===== config.mk =====
export PLATFORM = sky130hd
export DESIGN_NAME = score_controller
export DESIGN_NICKNAME = d
export VERILOG_FILES = /design/src/rtl/score_controller.sv
export SDC_FILE = /design/constraint.sdc
export NUM_CORES = 1
export LEC_CHECK = 0
export CAP_MARGIN = 20
export CORE_ASPECT_RATIO = 1.75
export CORE_MARGIN = 1.5
export CORE_UTILIZATION = 25
export CTS_CLUSTER_SIZE = 30
export DETAILED_ROUTE_END_ITERATION = 6
export GPL_TIMING_DRIVEN = 0
export SYNTH_ARGS = -nofsm -noshare
export SYNTH_HDL_FRONTEND = slang
export SYNTH_SLANG_ARGS = --single-unit

===== constraint.sdc =====
create_clock -name CP -period 2.15 [get_ports CP]
set_input_delay 0.215 -clock CP [delete_from_list [all_inputs] [get_ports CP]]
set_output_delay 0.215 -clock CP [all_outputs]
set_load 0.01 [all_outputs]

===== src/rtl/score_controller.sv =====
// Game-level sequencer for a cascaded BCD score counter chain: decade carry/clear
// controls, frame-tick scoring divider, game state tracking and high-score register.
module score_controller #(
    parameter int NDIG     = 4,
    parameter int TICK_DIV = 6
) (
    input  logic              CP,
    input  logic              C_R,
    input  logic              frame_tick,
    input  logic              start,
    input  logic              collide,
    input  logic [4*NDIG-1:0] score_q,
    output logic [NDIG-1:0]   dig_ct,
    output logic [NDIG-1:0]   dig_cr_n,
    output logic              cnt_clear,
    output logic [4*NDIG-1:0] hi_score,
    output logic              new_hi,
    output logic              sat,
    output logic [1:0]        state
);

    localparam int DIVW = (TICK_DIV > 1) ? $clog2(TICK_DIV) : 1;
    localparam logic [DIVW-1:0] DIV_LAST = DIVW'(TICK_DIV - 1);

    typedef enum logic [1:0] {
        IDLE   = 2'd0,
        RUN    = 2'd1,
        SETTLE = 2'd2,
        DEAD   = 2'd3
    } state_t;

    state_t              state_q, state_d;
    logic [DIVW-1:0]     div_q, div_d;
    logic                cnt_en_q, cnt_en_d;
    logic                clear_q, clear_d;
    logic [4*NDIG-1:0]   hi_q, hi_d;
    logic                new_hi_q, new_hi_d;
    logic                sat_q, sat_d;
    logic [NDIG-1:0]     nine;
    logic                allNine;
    logic                carry;

    always_comb begin
        for (int k = 0; k < NDIG; k++) begin
            nine[k] = (score_q[4*k +: 4] == 4'd9);
        end
    end

    assign allNine = &nine;

    // Ripple the increment strobe through every digit that currently reads 9;
    // a digit enabled while at 9 is cleared instead of counting to 10.
    always_comb begin
        carry    = cnt_en_q;
        dig_ct   = '0;
        dig_cr_n = '1;
        for (int k = 0; k < NDIG; k++) begin
            dig_ct[k]   = carry;
            dig_cr_n[k] = ~(carry & nine[k]);
            carry       = carry & nine[k];
        end
    end

    always_comb begin
        state_d  = state_q;
        div_d    = div_q;
        cnt_en_d = 1'b0;
        clear_d  = 1'b0;
        hi_d     = hi_q;
        new_hi_d = new_hi_q;
        sat_d    = sat_q;
        unique case (state_q)
            IDLE, DEAD: begin
                if (start) begin
                    clear_d  = 1'b1;
                    div_d    = '0;
                    new_hi_d = 1'b0;
                    sat_d    = 1'b0;
                    state_d  = RUN;
                end
            end
            RUN: begin
                if (collide) begin
                    state_d = SETTLE;
                end else if (frame_tick) begin
                    if (div_q == DIV_LAST) begin
                        div_d = '0;
                        if (allNine) sat_d = 1'b1;
                        else         cnt_en_d = 1'b1;
                    end else begin
                        div_d = div_q + DIVW'(1);
                    end
                end
            end
            SETTLE: begin
                // Any in-flight increment has landed by now, so score_q is final.
                state_d = DEAD;
                if (score_q > hi_q) begin
                    hi_d     = score_q;
                    new_hi_d = 1'b1;
                end
            end
            default: state_d = IDLE;
        endcase
    end

    always_ff @(posedge CP or negedge C_R) begin
        if (!C_R) begin
            state_q  <= IDLE;
            div_q    <= '0;
            cnt_en_q <= 1'b0;
            clear_q  <= 1'b0;
            hi_q     <= '0;
            new_hi_q <= 1'b0;
            sat_q    <= 1'b0;
        end else begin
            state_q  <= state_d;
            div_q    <= div_d;
            cnt_en_q <= cnt_en_d;
            clear_q  <= clear_d;
            hi_q     <= hi_d;
            new_hi_q <= new_hi_d;
            sat_q    <= sat_d;
        end
    end

    assign cnt_clear = clear_q;
    assign hi_score  = hi_q;
    assign new_hi    = new_hi_q;
    assign sat       = sat_q;
    assign state     = state_q;

endmodule

==> results of run 1 <==
==> power by group through the flow <==
stage	clock, mW	sequential, mW	combinational (mW)
floorplan	0	0.904	0.873
global placement	0	0.836	1.53
detailed placement	0	0.841	1.56
CTS	0.301	0.810	1.91
global route	0.320	0.843	2.09
finish	0.283	0.810	1.90
==> final timing paths <==
check	start	to	slack (ns)	depth (start not counted)
worst max-delay path	score_q[12]	hi_score[15]	-0.30	8
worst max register to register	hi_score[15]	hi_score[15]	-0.29	8
worst min-delay path	score_q[3]	hi_score[3]	0.27	2
worst min register to register	hi_score[2]	hi_score[2]	0.55	1
min in group asynchronous	C_R	hi_score[8]	0.32	1
max in group asynchronous	C_R	hi_score[1]	1.32	2
==> final cells by class <==
cell class / count / share of cell area [%]
buffer: 1 / 0.303
clock buffer: 3 / 1.67
clock inverter: 1 / 0.202
inverter: 24 / 3.64
multi-input combinational: 95 / 39.4
sequential: 25 / 25.3
tap: 80 / 4.04
timing repair buffer: 65 / 25.5
==> metal layers <==
layer / vias to the layer above / wire (um) / global-route usage, %
met3: 8 / 148 / 1.46
met5: - / 0 / 0
li1: 642 / - / -
met1: 637 / 1590 / 13.6
met4: 0 / 129 / 8.41
met2: 38 / 2150 / 21.6
==> synthesized netlist by cell type, drive strengths merged <==
library cell,instances
and2,2
o21a,1
o21bai,1
nand3,1
a41oi,1
nor2,2
a21oi,8
a32o,1
o21ai,7
a21o,1
ha,19
a211oi,1
nor3,4
dfrtp,25
nor2b,4
and4,1
o211ai,1
a31oi,1
or4,1
a2bb2oi,1
nor4bb,3
mux2,16
nand2,12
inv,24
buf,2
a22o,1
nand4,3
mux2i,2
==> registers in the layout, indices dropped and copies added, names as in the netlist <==
register   cells
hi_score      16
div_q          3
state          2
cnt_clear      1
cnt_en_q       1
new_hi         1
sat            1
==> worst reg2reg max path, delay by kind of cell (launching register included) <==
kind            cells  cell delay, ns
flops               1            0.38
compound gates      2            0.46
fa+ha+maj           1            0.28
buf+inv             2            0.24
mux                 1            0.31
simple gates        2            0.66
==> logic make-up (layout without fill, tap and decap cells) <==
family / count (synthesis) / count (layout) / synth area share, %
flops: 25 / 25 / 39.6
buf+inv: 26 / 94 / 7.44
fa+ha+maj: 19 / 19 / 15.0
compound gates: 25 / 25 / 11.2
mux: 18 / 18 / 14.8
simple gates: 33 / 33 / 12.0
==> what timing repair did <==
item / in CTS / in global routing
gates resized for setup: 26 / 9
endpoints found under the hold margin: 0 / 0
pin swaps: 8 / 6
buffers inserted: 14 / 3
endpoints found under the setup margin: 21 / 20
hold buffers: 0 / 0
cloned: 1 / 0
==> metrics by stage <==
stage               utilization [%]  area [um^2]  total power [mW]  cells
global route                   40.4         2480              3.26    294
global placement               36.0         2210              2.37    275
floorplan                         -         1620              1.78    146
finish                         40.4         2480              2.99    294
CTS                            40.2         2460              3.02    294
detailed placement             36.3         2220              2.40    276
==> cells in the final DEF (no fill, tap or decap), drive strengths merged, types with 2 or more instances in the layout <==
cell type,n
nor2,2
clkdlybuf4s50,38
o21ai,7
nand4,3
dlygate4sd2,9
clkbuf,3
buf,17
nor4bb,3
mux2i,2
mux2,16
a21oi,8
nor2b,4
nand2,12
ha,19
dfrtp,25
inv,24
dlymetal6s2s,2
nor3,4
and2,2
==> results.ini, run 1 <==
[final_layout]
drive_gt1_share_pct = 25.7
nFillCells = 596
syn2layout_area_growth_pct = 56.6
final_nets = 255
n_antenna_cell = 0
multi_input_area_um2 = 977
seqCellArea_um2 = 626

[synthesis]
synth_area_per_cell_um2 = 10.8
ys_warn_count = 0
synth_nets = 186
netlist_instances = 146
synth_area_leaders = dfrtp_1 40%, ha_1 15%, mux2_4 8.5%, inv_1 5.7%, mux2_2 5.0%
synth_area_mm2 = 0.00158
synth_seq_cells = 25
synth_top_area_share_pct = 39.6
ys_seq_area_share_pct = 39.6
synth_cell_types = 32
yosysTopAreaCell = dfrtp_1

[worst_setup_path]
worstPathRequired_ns = 2.31
cp_slowest_stage_delay_ns = 0.55
path_max_fanout = 5
timing.critical_path.buf_inv = 2
path_delay_family = buffers and inverters
critPathKind = primary input to flop
path_cells = clkdlybuf4s50_1 > ha_4 > nand4_4 > or4_4 > a21o_1 > a31oi_4 > buf_6 > mux2_4
slowest_stage = or4_4
critPathArrivalTime_ns = 2.62
worstSetupStartpointType = primary input
end_kind = flop

[outcome]
violations = setup timing
status = complete, but fails checks

[floorplan]
die_height_um = 108
num_rows = 38
coreArea_mm2 = 0.00613
initial_core_util_pct = 25.8
die_x_um = 63.1
die_area_mm2 = 0.00683
ios = 50

[drt]
wire_per_inst_um = 13.6
drcViolationCount = 0
drt_pre_antenna_iters = 4
detail-route-antenna-nets = 0
avgViaCountPerCell = 4.51
via_count = 1325
routed_wl_um = 4010
drtIter0Drc = 35

[sta]
period_needed_ns = 2.45
finalSetupViolCount = 18
relSlewSlack_pct = 59.7
setup_ws_ns = -0.304
finClkSkew_ns = 0.00453
tightest_slew_ns = 0.603
post-route-period-util_pct = 114
hold_violations = 0
rsz0062_at_grt = true
finalMaxSlewViolations = 0
whs_ns = 0.270
fin_setup_tns_ns = -4.80
clock.fmax_ghz = 0.408

[power_and_ir_drop]
p_int_mw = 1.91
seq_power_share_pct = 27.1
pwr-share-comb_pct = 63.5
p_leak_nw = 1.16
clkPwrFrac_pct = 9.5
power.density_mw_per_mm2 = 1210
netSwitchingPower_mw = 1.08
ir_drop_mv = 0.550
switching_share_pct = 36.2

[clock_tree]
htree_levels = 1
cts.sinks = 25
clkLatencyLatePin_ns = 0.27
cts_made_buffers = 3
clk_pin_slew_ns = 0.09
cts-root-buf = clkbuf_8
clockBufferDepth = 2
tritoncts = yes

[global_route]
grt_max_degree = 15
overflow = 0
grt_pass1_vias = 1408
grt_pass1_wl_um = 6490
grt_use_total_pct = 12.3
antenna_found_initial = 0

[place]
routabilityCongestion = 0.747
io_buffers = 49
dp_slack_ns = -0.777
hpwl_um = 2990

[worst_hold_path]
hold_class = primary input to flop

[run]
cap_viol_max_count = 0

No activity file was read; power rests on OpenSTA's default activity.
==> run 2: changes to the inputs <==
--- a/config.mk
+++ b/config.mk
@@ -12,6 +12,7 @@
 export CTS_CLUSTER_SIZE = 30
 export DETAILED_ROUTE_END_ITERATION = 6
 export GPL_TIMING_DRIVEN = 0
+export PLACE_DENSITY = 0.51
 export SYNTH_ARGS = -nofsm -noshare
 export SYNTH_HDL_FRONTEND = slang
 export SYNTH_SLANG_ARGS = --single-unit
==> run 2 against run 1 <==
Effect of this change: the flow still finishes with violations (setup timing); hold slack gained 0.082 ns; setup slack gained 0.066 ns; sequential power grew 0.6%; critical path type unchanged; largest power group unchanged; highest routed layer unchanged.
==> results.ini, run 2 (same netlist as run 1, synthesis figures left out) <==
[floorplan]
initial_core_util_pct = 25.8  ; unchanged
ios = 50  ; unchanged
die_height_um = 108  ; unchanged
die_x_um = 63.1  ; unchanged
coreArea_mm2 = 0.00613  ; unchanged
num_rows = 38  ; unchanged
die_area_mm2 = 0.00683  ; unchanged

[drt]
routed_wl_um = 3880  ; -3.3%
wire_per_inst_um = 13.2  ; -3.3%
detail-route-antenna-nets = 0  ; unchanged
drt_pre_antenna_iters = 3  ; -1
via_count = 1298  ; -2.0%
avgViaCountPerCell = 4.41  ; -2.0%
drtIter0Drc = 14  ; -60%
drcViolationCount = 0  ; unchanged

[worst_setup_path]
worstSetupStartpointType = primary input
critPathArrivalTime_ns = 2.55  ; -0.07 ns
end_kind = flop
worstPathRequired_ns = 2.31  ; about the same
critPathKind = primary input to flop
path_max_fanout = 10  ; +5

[final_layout]
multi_input_area_um2 = 967  ; -1.0%
final_common_cell = clkdlybuf4s50_1
final_nets = 255  ; unchanged
stdcell_count = 294  ; unchanged
fin_area_mm2 = 0.00248  ; +0.20%
nFillCells = 607  ; +1.8%
largest_register_ffs = 16  ; unchanged
drive_gt1_share_pct = 24.8  ; -0.93 points
syn2layout_area_growth_pct = 57.0
n_antenna_cell = 0  ; unchanged
seqCellArea_um2 = 626  ; unchanged
layout_common_cells = 38 x clkdlybuf4s50_1, 25 x dfrtp_1, 20 x inv_1, 16 x mux2_4, 15 x ha_1

[clock_tree]
clk_pin_slew_ns = 0.09  ; about the same
htree_levels = 1  ; unchanged
cts_made_buffers = 3  ; unchanged
clkLatencyLatePin_ns = 0.27  ; about the same
clockBufferDepth = 2  ; unchanged
cts.sinks = 25  ; unchanged
tritoncts = yes
cts-root-buf = clkbuf_8

[worst_hold_path]
hold_class = primary input to asynchronous set/reset pin

[place]
dp_slack_ns = -0.773  ; +0.00441 ns
hpwl_um = 2930  ; -2.0%
place_inst = 276  ; unchanged
routabilityCongestion = 0.759  ; +1.5%
place_area_mm2 = 0.00224  ; +0.56%
io_buffers = 49  ; unchanged

[sta]
post-route-period-util_pct = 111  ; -3.1 points
clock.fmax_ghz = 0.419  ; +2.8%
rsz0062_at_grt = true
period_needed_ns = 2.39  ; -0.0660 ns
hold_violations = 0  ; unchanged
finalMaxSlewViolations = 0  ; unchanged
finalSetupViolCount = 17  ; -1
tightest_slew_ns = 0.686  ; +0.0836 ns
setup_ws_ns = -0.238  ; +0.0660 ns
fin_setup_tns_ns = -3.75  ; +1.05 ns
finClkSkew_ns = 0.00413  ; -0.000397 ns
whs_ns = 0.352  ; +0.0823 ns
relSlewSlack_pct = 54.1  ; -5.6 points

[global_route]
overflow = 0  ; unchanged
antenna_found_initial = 0  ; unchanged
grt_max_degree = 15  ; unchanged
grt_use_total_pct = 11.9  ; -0.35 points
grt_pass1_wl_um = 6340  ; -2.3%
grt_pass1_vias = 1380  ; -2.0%

[run]
cap_viol_max_count = 0  ; unchanged

[outcome]
status = complete, but fails checks
violations = setup timing

[power_and_ir_drop]
p_leak_nw = 1.16  ; -0.38%
power.density_mw_per_mm2 = 1200  ; -0.86%
ir_drop_mv = 0.397  ; -28%

## run 2: cell count changes in the layout (fill, tap and decap cells not counted), sizes merged
cell	previous run	this run
dlygate4sd2	9	10
dlymetal6s2s	2	1
## run 2: area by class of cell
cell class / instances / share of cell area, %
sequential: 25 / 25.2
timing repair buffer: 64 / 25.2
buffer: 2 / 1.11
clock inverter: 1 / 0.202
inverter: 24 / 3.63
multi-input combinational: 95 / 39.0
tap: 80 / 4.03
clock buffer: 3 / 1.66
## run 2: report_power, final
part | switching [mW] | internal, mW | leakage, nW | total, mW
clock | 0.157 | 0.130 | 0.0255 | 0.286
combinational | 0.763 | 1.11 | 0.826 | 1.87
sequential | 0.145 | 0.671 | 0.307 | 0.815
total | 1.06 | 1.91 | 1.16 | 2.97
## run 2: metal layers
layer / up-vias / global-route usage [%] / routed length, um
met2: 30 / 21.3 / 2000
met3: 2 / 1.66 / 144
met5: - / 0 / 0
li1: 641 / - / -
met4: 0 / 5.24 / 54
met1: 625 / 14.0 / 1680
## run 2: worst max-delay path: stages
cell and delay (ns):
clkdlybuf4s50_1 0.47, ha_1 0.35, nand4_4 0.10, or4_4 0.50, a21o_1 0.20, a31oi_4 0.22, buf_12 0.18, mux2_4 0.30
## run 2: what timing repair did
item | CTS | global route
pin swaps | 8 | 2
endpoints found under the setup margin | 23 | 21
resized for setup | 25 | 3
setup buffers | 10 | 4
hold buffers | 0 | 0
## run 2: through the flow
stage / power [mW] / utilization [%]
floorplan: 1.78 / -
global placement: 2.37 / 36.0
detailed placement: 2.40 / 36.5
CTS: 2.95 / 39.9
global route: 3.21 / 40.5
finish: 2.97 / 40.5
## run 2: worst paths after layout
check                      slack, ns  depth (start not counted)      endpoint          from
max                            -0.24                          8  hi_score[15]   score_q[12]
min                             0.35                          1   hi_score[5]           C_R
max reg2reg                    -0.20                          8  hi_score[15]  hi_score[12]
min reg2reg                     0.52                          2      div_q[0]      div_q[0]
max in group asynchronous       1.29                          2      div_q[0]           C_R
min in group CP                 0.44                          2  hi_score[13]   score_q[13]
==> run 3: changes to the inputs <==
--- a/config.mk
+++ b/config.mk
@@ -13,6 +13,7 @@
 export DETAILED_ROUTE_END_ITERATION = 6
 export GPL_TIMING_DRIVEN = 0
 export PLACE_DENSITY = 0.51
+export REMOVE_ABC_BUFFERS = 1
 export SYNTH_ARGS = -nofsm -noshare
 export SYNTH_HDL_FRONTEND = slang
 export SYNTH_SLANG_ARGS = --single-unit
==> constraint.sdc (replaced) <==
create_clock -name CP -period 2.15 [get_ports CP]
set_input_delay 0.43 -clock CP [delete_from_list [all_inputs] [get_ports CP]]
set_output_delay 0.43 -clock CP [all_outputs]
set_load 0.02 [all_outputs]
==> run 3 against run 2 <==
Effect of this change: the run still ends with setup timing left; flip-flop and latch count did not move; clock skew hardly changed; routed wire length up 1.0%; setup slack better by 0.022 ns.
==> results.ini, run 3 (same netlist as run 1, synthesis figures left out) <==
[outcome]
status = complete, but fails checks
violations = setup timing

[global_route]
grt_use_total_pct = 12.2  ; +0.23 points
overflow = 0  ; unchanged
antenna_found_initial = 0  ; unchanged
grt_pass1_wl_um = 6400  ; +0.98%
grt_pass1_vias = 1393  ; +0.94%
grt_max_degree = 19  ; +4

[power_and_ir_drop]
power.density_mw_per_mm2 = 1240  ; +3.8%
p_leak_nw = 1.14  ; -1.7%
ir_drop_mv = 0.282  ; -29%

[worst_setup_path]
critical_path.endpoint = hi_score[2]
path_max_fanout = 7  ; -3
cp_slowest_stage_delay_ns = 0.55  ; +0.05 ns
critPathKind = flop to flop
r2r_start = hi_score[15]
reg2reg_to = hi_score[2]
path_cells = inv_2 > ha_4 > nand4_4 > or4_4 > a21o_1 > a31oi_4 > buf_6 > mux2_4
end_kind = flop
r2r.worst_path.cells = 8  ; unchanged
critPathLaunch = hi_score[15]
critPathArrivalTime_ns = 2.53  ; -0.02 ns
worstSetupStartpointType = flop
rrSetupSlack_ns = -0.22  ; -0.02 ns
worstPathRequired_ns = 2.31  ; about the same
slowest_stage = or4_4

[sta]
finClkSkew_ns = 0.00421  ; +0.0000841 ns
hold_violations = 0  ; unchanged
finalSetupViolCount = 17  ; unchanged
clock.fmax_ghz = 0.423  ; +0.92%
rsz0062_at_grt = true
period_needed_ns = 2.37  ; -0.0217 ns
finalMaxSlewViolations = 0  ; unchanged
setup_ws_ns = -0.216  ; +0.0217 ns
whs_ns = 0.467  ; +0.114 ns
relSlewSlack_pct = 66.2  ; +12 points
post-route-period-util_pct = 110  ; -1.0 points
tightest_slew_ns = 0.505  ; -0.181 ns

[final_layout]
n_antenna_cell = 0  ; unchanged
drive_gt1_share_pct = 28.6  ; +3.8 points
syn2layout_area_growth_pct = 53.9
layout_common_cells = 27 x clkdlybuf4s50_1, 25 x dfrtp_1, 20 x inv_1, 14 x ha_1, 13 x mux2_4
stdcell_count = 290  ; -1.4%
largest_register_ffs = 16  ; unchanged
final_nets = 251  ; -1.6%
nFillCells = 620  ; +2.1%
final_common_cell = clkdlybuf4s50_1

[clock_tree]
clk_pin_slew_ns = 0.09  ; about the same
hold_buffers = 0  ; unchanged
cts-root-buf = clkbuf_8
clockBufferDepth = 2  ; unchanged
htree_levels = 1  ; unchanged
clkLatencyLatePin_ns = 0.27  ; about the same
cts.sinks = 25  ; unchanged
tritoncts = yes
cts_made_buffers = 3  ; unchanged

[drt]
detail-route-antenna-nets = 0  ; unchanged
avgViaCountPerCell = 4.50  ; +1.8%
drt_pre_antenna_iters = 4  ; +1
wire_per_inst_um = 13.5  ; +2.4%
drcViolationCount = 0  ; unchanged
routed_wl_um = 3920  ; +1.0%
drtIter0Drc = 18  ; +4
via_count = 1304  ; +0.46%

[place]
hpwl_um = 3020  ; +3.3%
io_buffers = 49  ; unchanged
routabilityCongestion = 0.717  ; -5.5%
place_inst = 274  ; -0.72%

[worst_hold_path]
worstHoldStart = score_q[0]
hold_class = primary input to flop
min_path_cells = 2

[floorplan]
coreArea_mm2 = 0.00613  ; unchanged
die_x_um = 63.1  ; unchanged
num_rows = 38  ; unchanged
initial_core_util_pct = 25.8  ; unchanged
ios = 50  ; unchanged
die_height_um = 108  ; unchanged
die_area_mm2 = 0.00683  ; unchanged

[run]
cap_viol_max_count = 0  ; unchanged

## run 3: cell types whose count changed in the layout (fill, tap and decap cells not counted), sizes merged
| cell | previous run | this run |
|---|---|---|
| clkinv | 1 | 0 |
| dlygate4sd2 | 10 | 8 |
| clkbuf | 3 | 5 |
| buf | 17 | 16 |
| dlymetal6s2s | 1 | 2 |
| clkdlybuf4s15 | 0 | 8 |
| clkdlybuf4s50 | 38 | 27 |
## run 3: worst min-delay path by stage
stage,to,slack (ns)
detailed placement,div_q[0],0.51
global placement,div_q[0],0.50
finish,hi_score[0],0.47
global route,hi_score[0],0.48
CTS,hi_score[5],0.50
floorplan,cnt_clear,0.13
## run 3: critical path: cells and delay by family (launching register included)
family          cells  cell delay, ns
compound gates      2            0.37
fa+ha+maj           1            0.27
mux                 1            0.31
buf+inv             2            0.26
simple gates        2            0.67
flops               1            0.38
## run 3: area by class of cell
cell class / instances / area (um^2) / area share (%)
multi-input combinational: 95 / 968 / 39.8
sequential: 25 / 626 / 25.7
timing repair buffer: 62 / 604 / 24.8
tap: 80 / 100 / 4.11
inverter: 24 / 90.1 / 3.70
clock buffer: 4 / 45.0 / 1.85
## run 3: report_power, final
group          switching (mW)  internal [mW]
registers               0.148          0.671
clock network           0.155          0.133
logic                   0.891           1.02
## run 3: layer usage
layer | vias up | part of all wire (%) | global-route usage [%]
met3 | 10 | 4.8 | 2.08
met4 | 0 | 4.0 | 6.98
met1 | 623 | 35 | 12.5
li1 | 638 | - | -
met5 | - | 0 | 0
met2 | 33 | 57 | 22.8
## run 3: stage by stage
stage               TNS, ns  total power, mW  instance area [um^2]  util, %  setup slack (ns)
global placement     -22.15             2.47                  2140     35.0             -1.16
global route          -4.90             3.28                  2430     39.7            -0.307
finish                -3.25             3.02                  2430     39.7            -0.216
detailed placement   -22.48             2.49                  2170     35.4             -1.19
floorplan             -8.02             1.86                  1550        -            -0.509
CTS                   -4.14             3.12                  2470     40.4            -0.262
## run 3: timing repair
| action | CTS | global route |
|---|---|---|
| cloned | 1 | 0 |
| buffers inserted | 13 | 0 |
| gates resized for setup | 65 | 8 |
| pin swaps | 13 | 4 |
| endpoints found under the setup margin | 24 | 21 |
| endpoints found under the hold margin | 0 | 0 |
